**config.mk**
```make
export PLATFORM = sky130hd
export DESIGN_NAME = mcb_write_packer
export DESIGN_NICKNAME = d
export VERILOG_FILES = /design/src/rtl/mcb_write_packer.sv
export SDC_FILE = /design/constraint.sdc
export NUM_CORES = 1
export LEC_CHECK = 0
export CAP_MARGIN = 20
export CELL_PAD_IN_SITES_DETAIL_PLACEMENT = 0
export CELL_PAD_IN_SITES_GLOBAL_PLACEMENT = 1
export CORE_ASPECT_RATIO = 1.2
export CORE_MARGIN = 4
export CORE_UTILIZATION = 44
export CTS_CLUSTER_DIAMETER = 50
export DETAILED_ROUTE_END_ITERATION = 12
export PLACE_DENSITY_LB_ADDON = 0.25
export RECOVER_POWER = 25
export SLEW_MARGIN = 15
export SYNTH_ARGS = -nofsm -noshare
export SYNTH_HDL_FRONTEND = slang
export SYNTH_SLANG_ARGS = --single-unit
```
**constraint.sdc**
```tcl
create_clock -name clk -period 7.1 [get_ports clk]
set_clock_uncertainty 0.15 [all_clocks]
set_input_delay 1.775 -clock clk [delete_from_list [all_inputs] [get_ports clk]]
set_output_delay 1.775 -clock clk [all_outputs]
set_load 0.05 [all_outputs]
```
**src/rtl/mcb_write_packer.sv**
```systemverilog
// Packs an upstream byte stream into 32-bit little-endian words and issues
// them to an MCB write-data port, followed by a write command per burst.
//
// state | meaning
// FILL  | assembling bytes, draining the word slot to p0_wr_*
// CMD   | holding p0_cmd_en until the command FIFO accepts the burst
module mcb_write_packer #(
  parameter int unsigned BURST_LEN   = 16,
  parameter logic [29:0] BASE_ADDR   = 30'h0,
  parameter logic [29:0] ADDR_LIMIT  = 30'h0400_0000,
  parameter int unsigned FULL_THRESH = 56
) (
  input  logic        clk,
  input  logic        reset,
  input  logic        byte_valid,
  input  logic [7:0]  byte_data,
  input  logic        flush,
  output logic        wr_full,
  output logic        p0_wr_en,
  output logic [31:0] p0_wr_data,
  output logic [3:0]  p0_wr_mask,
  input  logic        p0_wr_full,
  input  logic [6:0]  p0_wr_count,
  output logic        p0_cmd_en,
  output logic [2:0]  p0_cmd_instr,
  output logic [5:0]  p0_cmd_bl,
  output logic [29:0] p0_cmd_byte_addr,
  input  logic        p0_cmd_full,
  output logic        overflow
);

  localparam logic [6:0] BURST_LEN_W   = 7'(BURST_LEN);
  localparam logic [7:0] FULL_THRESH_W = 8'(FULL_THRESH);
  localparam logic [2:0] INSTR_WRITE   = 3'b000;

  typedef enum logic {ST_FILL = 1'b0, ST_CMD = 1'b1} state_t;

  state_t      state_q, state_d;
  logic [1:0]  byte_idx;
  logic [31:0] word_buf;
  logic        slot_full;
  logic        slot_last;   // slot word is the final word of a flushed burst
  logic [31:0] slot_data;
  logic [3:0]  slot_mask;
  logic [6:0]  word_cnt;
  logic [5:0]  cmd_bl;
  logic [29:0] addr;
  logic        overflow_q;

  logic        in_fill, wr_fire, cmd_exit;
  logic [31:0] asm_word, new_data;
  logic [2:0]  eff_idx;
  logic [3:0]  pad_mask, new_mask, byte_keep;
  logic        word_done, has_data, flush_take, pad_done, new_word, flush_word;
  logic        slot_free, slot_load, word_drop, mark_last;
  logic        fire_commit, idle_commit, commit;
  logic [6:0]  cmd_words;
  logic [30:0] addr_sum;
  logic [29:0] addr_next;

  assign in_fill  = (state_q == ST_FILL);
  assign wr_fire  = in_fill & slot_full & ~p0_wr_full;
  assign cmd_exit = (state_q == ST_CMD) & ~p0_cmd_full;

  // Current word with this cycle's byte merged in.
  always_comb begin
    asm_word = word_buf;
    if (byte_valid) asm_word[{byte_idx, 3'b000} +: 8] = byte_data;
  end

  assign eff_idx    = {1'b0, byte_idx} + {2'b00, byte_valid};
  assign word_done  = byte_valid & (byte_idx == 2'd3);
  assign has_data   = byte_valid | (byte_idx != 2'd0) | (word_cnt != 7'd0) | slot_full;
  assign flush_take = flush & in_fill & has_data;
  assign pad_done   = flush_take & ~word_done & (eff_idx != 3'd0);
  assign new_word   = word_done | pad_done;
  assign flush_word = flush_take & new_word;

  // Mask marks the unfilled upper bytes of a padded word.
  always_comb begin
    case (eff_idx)
      3'd1:    pad_mask = 4'b1110;
      3'd2:    pad_mask = 4'b1100;
      3'd3:    pad_mask = 4'b1000;
      default: pad_mask = 4'b0000;
    endcase
  end

  assign new_mask  = pad_done ? pad_mask : 4'b0000;
  assign byte_keep = ~new_mask;
  assign new_data  = asm_word & {{8{byte_keep[3]}}, {8{byte_keep[2]}},
                                 {8{byte_keep[1]}}, {8{byte_keep[0]}}};

  // The slot is reloadable in the same cycle it drains, never during CMD.
  assign slot_free = in_fill & (~slot_full | wr_fire);
  assign slot_load = new_word & slot_free;
  assign word_drop = new_word & ~slot_free;
  assign mark_last = flush_take & slot_full & ~wr_fire;

  // A flush with nothing new to add commits on the draining write, or at once
  // when the slot is already empty.
  assign fire_commit = wr_fire & (((word_cnt + 7'd1) == BURST_LEN_W) | slot_last |
                                  (flush_take & ~flush_word));
  assign idle_commit = flush_take & ~flush_word & ~slot_full & (word_cnt != 7'd0);
  assign commit      = fire_commit | idle_commit;

  assign cmd_words = {1'b0, cmd_bl} + 7'd1;
  assign addr_sum  = {1'b0, addr} + {22'd0, cmd_words, 2'b00};
  assign addr_next = (addr_sum >= {1'b0, ADDR_LIMIT}) ? BASE_ADDR : addr_sum[29:0];

  // State register.
  always_ff @(posedge clk or negedge reset) begin
    if (!reset) state_q <= ST_FILL;
    else        state_q <= state_d;
  end

  // Next state and port strobes.
  always_comb begin
    state_d   = state_q;
    p0_wr_en  = 1'b0;
    p0_cmd_en = 1'b0;
    case (state_q)
      ST_FILL: begin
        p0_wr_en = slot_full;
        if (commit) state_d = ST_CMD;
      end
      ST_CMD: begin
        p0_cmd_en = 1'b1;
        if (!p0_cmd_full) state_d = ST_FILL;
      end
      default: state_d = ST_FILL;
    endcase
  end

  // Byte assembler, word slot, burst counter and address.
  always_ff @(posedge clk or negedge reset) begin
    if (!reset) begin
      word_buf   <= 32'd0;
      byte_idx   <= 2'd0;
      slot_full  <= 1'b0;
      slot_last  <= 1'b0;
      slot_data  <= 32'd0;
      slot_mask  <= 4'b0000;
      overflow_q <= 1'b0;
      word_cnt   <= 7'd0;
      cmd_bl     <= 6'd0;
      addr       <= BASE_ADDR;
    end else begin
      if (byte_valid) word_buf <= asm_word;

      if (new_word)        byte_idx <= 2'd0;
      else if (byte_valid) byte_idx <= byte_idx + 2'd1;

      if (slot_load) begin
        slot_full <= 1'b1;
        slot_data <= new_data;
        slot_mask <= new_mask;
        slot_last <= flush_word;
      end else if (wr_fire) begin
        slot_full <= 1'b0;
        slot_last <= 1'b0;
      end else if (mark_last) begin
        slot_last <= 1'b1;
      end

      if (word_drop) overflow_q <= 1'b1;

      if (cmd_exit)     word_cnt <= 7'd0;
      else if (wr_fire) word_cnt <= word_cnt + 7'd1;

      if (fire_commit)      cmd_bl <= word_cnt[5:0];
      else if (idle_commit) cmd_bl <= 6'(word_cnt - 7'd1);

      if (cmd_exit) addr <= addr_next;
    end
  end

  assign p0_wr_data       = slot_data;
  assign p0_wr_mask       = slot_mask;
  assign p0_cmd_instr     = INSTR_WRITE;
  assign p0_cmd_bl        = cmd_bl;
  assign p0_cmd_byte_addr = addr;
  assign overflow         = overflow_q;
  assign wr_full          = ({1'b0, p0_wr_count} >= FULL_THRESH_W) | p0_wr_full |
                            (state_q == ST_CMD) | slot_full;

endmodule
```
==> flow_summary.toml <==
[drt]
totalWireLength_um = 13400
drcViolationCount = 0
viasPerCell = 5.49
ant_nets = 0
routedWlPerCell_um = 16.6
drt_iter0_markers = 185
drtPass1Iterations = 4
via_count = 4427

[floorplan]
start_util = 0.453
die_w_um = 110
die_h_um = 131
coreArea_um2 = 12200
dieArea_um2 = 14400
ios = 100
fp-row-count = 44

[placed_design]
port_buffers = 90
placed_area_um2 = 6550
place.gp.congestion = 0.855
dpl.hpwl_um = 9370
place_inst = 775

[worst_setup_path]
critPathMaxStageDelay_ns = 0.71
worstPathCellList = "dlygate4sd3_1, nor2_1, nand3_1, clkdlybuf4s50_1"
r2r_start = "p0_cmd_bl[0]"
cp-startpoint = "p0_wr_full"
cp.arrival_ns = 3.33
critPathSlowestCell = "clkdlybuf4s50_1"
crit_type = "in2out"
required_ns = 5.18
crit_path_end_kind = "output pin"
cp-start-kind = "primary input"
crit_fanout = 4

[cells_and_area]
final_area_um2 = 7160
post-route-util = 0.586
mostFrequentLayoutCell = "dfrtp_1"
antenna_cells = 0
fin_nets = 672
area_growth_syn_to_layout_pct = 29.4
finalNonFillerCells = 807
drive_gt1_frac = 0.0820
final_cell_mix = "dfrtp_1, clkdlybuf4s50_1, nand2_1"

[clocking]
cts.sinks = 114
worstSkewPairLatency_ns = 0.41
ctsHoldBuffers = 0
root_buffer = "clkbuf_16"
htreeDepth = 4
cts_tree = "done"
cts_buffer_depth = 2
cts_setup_buffers = 0
clk_pin_slew_ns = 0.05
ctsResizeCount = 0
cts_made_buffers = 17

[synth]
ys_types = 63
async_reset_ff_frac = 1.00
synth_top_area_frac = 0.516
seq_area_frac_synth = 0.516
synth_edf_count = 0
yosys_warnings = 0
avgSynthCellArea_um2 = 10.2
synth-seq-cells = 114
ys_top_cells_by_area = "dfrtp_1, a22o_1, nand2_1, ha_1, o21ai_0"
syn-cell-area_um2 = 5530
synth_ff_type = "dfrtp_1"
yosysTopAreaCell = "dfrtp_1"
synthCells = 540

[global_route]
overflow = 0
grt_pass1_wl_um = 22600
antenna_found_initial = 0
grt_start_max_net_pins = 68
track_usage = 0.202
grt_pass1_vias = 4597

[sta]
setup_viol = 0
finalMaxSlewViolations = 68
hold_slack_ns = 0.339
relSlewSlack = -1.39
worst_pin_slew_ns = 3.59
finalHoldViolCount = 0
fin_crit_sh = 0.740
fmax_mhz = 190
rsz0062_at_grt = "false"
min_period_ns = 5.25
final.setup.tns_ns = 0

[flow_run]
max_cap_violations = 1

[power_and_ir_drop]
power.static_leakage_nw = 3.29
p_per_area_nw_per_um2 = 457
peakVddDrop_v = 0.000251

[status]
outcome = "complete, but fails checks"
violations = "max-capacitance violations, max-slew violations"

[min_path]
hold_path_startpoint = "p0_wr_data[19]"
holdCritPathClass = "reg2reg"
power by group:
group	internal, mW	switching [mW]	total, mW
Combinational	0.500	0.886	1.39
Clock	0.585	0.291	0.877
Sequential	0.858	0.150	1.01
layer usage:
metal	vias to the layer above	GRT usage	share of wire
li1	2135	-	-
met1	2166	0.255	0.45
met2	108	0.333	0.49
met3	18	0.0541	0.043
met4	0	0.0754	0.019
met5	-	0	0
sequential cells by signal, indices dropped and copies added, names as in the netlist:
name	cells
byte_idx	2
overflow	1
p0_cmd_bl	6
p0_cmd_byte_addr	28
p0_wr_data	32
p0_wr_mask	3
slot_full	1
slot_last	1
state_q	1
word_buf	32
word_cnt	7
kinds of logic after synthesis:
group | synth area share
AND/OR/NAND/NOR | 0.163
AO/OA/AOI/OAI | 0.191
other | 0.000678
XOR/XNOR | 0.0222
multiplexers | 0.0199
flip-flops | 0.516
adder cells (fa/ha/maj) | 0.0421
buffers and inverters | 0.0455
final timing paths:
| check | endpoint | slack, ns | depth (start not counted) |
|---|---|---|---|
| max | wr_full | 1.85 | 4 |
| min | p0_wr_data[19] | 0.34 | 2 |
| max reg2reg | p0_cmd_byte_addr[16] | 2.95 | 11 |
| min reg2reg | p0_wr_data[19] | 0.34 | 2 |
| max in group asynchronous | p0_cmd_bl[5] | 2.28 | 2 |
| min in group asynchronous | p0_cmd_bl[0] | 2.45 | 1 |
through the flow:
step	total power, mW	setup slack [ns]
finish	3.27	1.85
global route	3.47	1.53
CTS	3.31	1.94
detailed placement	2.41	1.94
global placement	2.39	1.96
floorplan	1.97	2.84
cell usage after synthesis (3+ instances only):
cell type  number
dfrtp_1       114
nand2_1        57
o21ai_0        39
nor2_1         32
a22o_1         26
inv_1          26
a21oi_1        18
a22oi_1        17
ha_1           17
nand3_1        16
clkbuf_1       14
and3_1         11
o31ai_1         9
a21o_1          8
and2_1          8
buf_4           8
mux2_2          8
nor3_1          8
nand4_1         7
xnor2_1         7
xor2_1          7
nor4_1          6
buf_2           5
nor2b_1         5
nor3b_1         5
or3_1           5
a211oi_1        4
nor4b_1         4
o21a_1          3
o21ai_1         3
worst max-delay path: cells and delay by family:
| family | cells | cell delay [ns] |
|---|---|---|
| and+or+nand+nor | 2 | 0.28 |
| buffers and inverters | 2 | 1.26 |
area by class of cell:
class	instances	area, um2
inverters	26	97.6
flip-flops and latches	114	2850
repair buffers	98	947
well taps	161	201
multi-input cells	376	2450
clock inverters	10	130
fillers	1066	5060
clock buffers	22	484
Power figures use the tool's default switching activity.
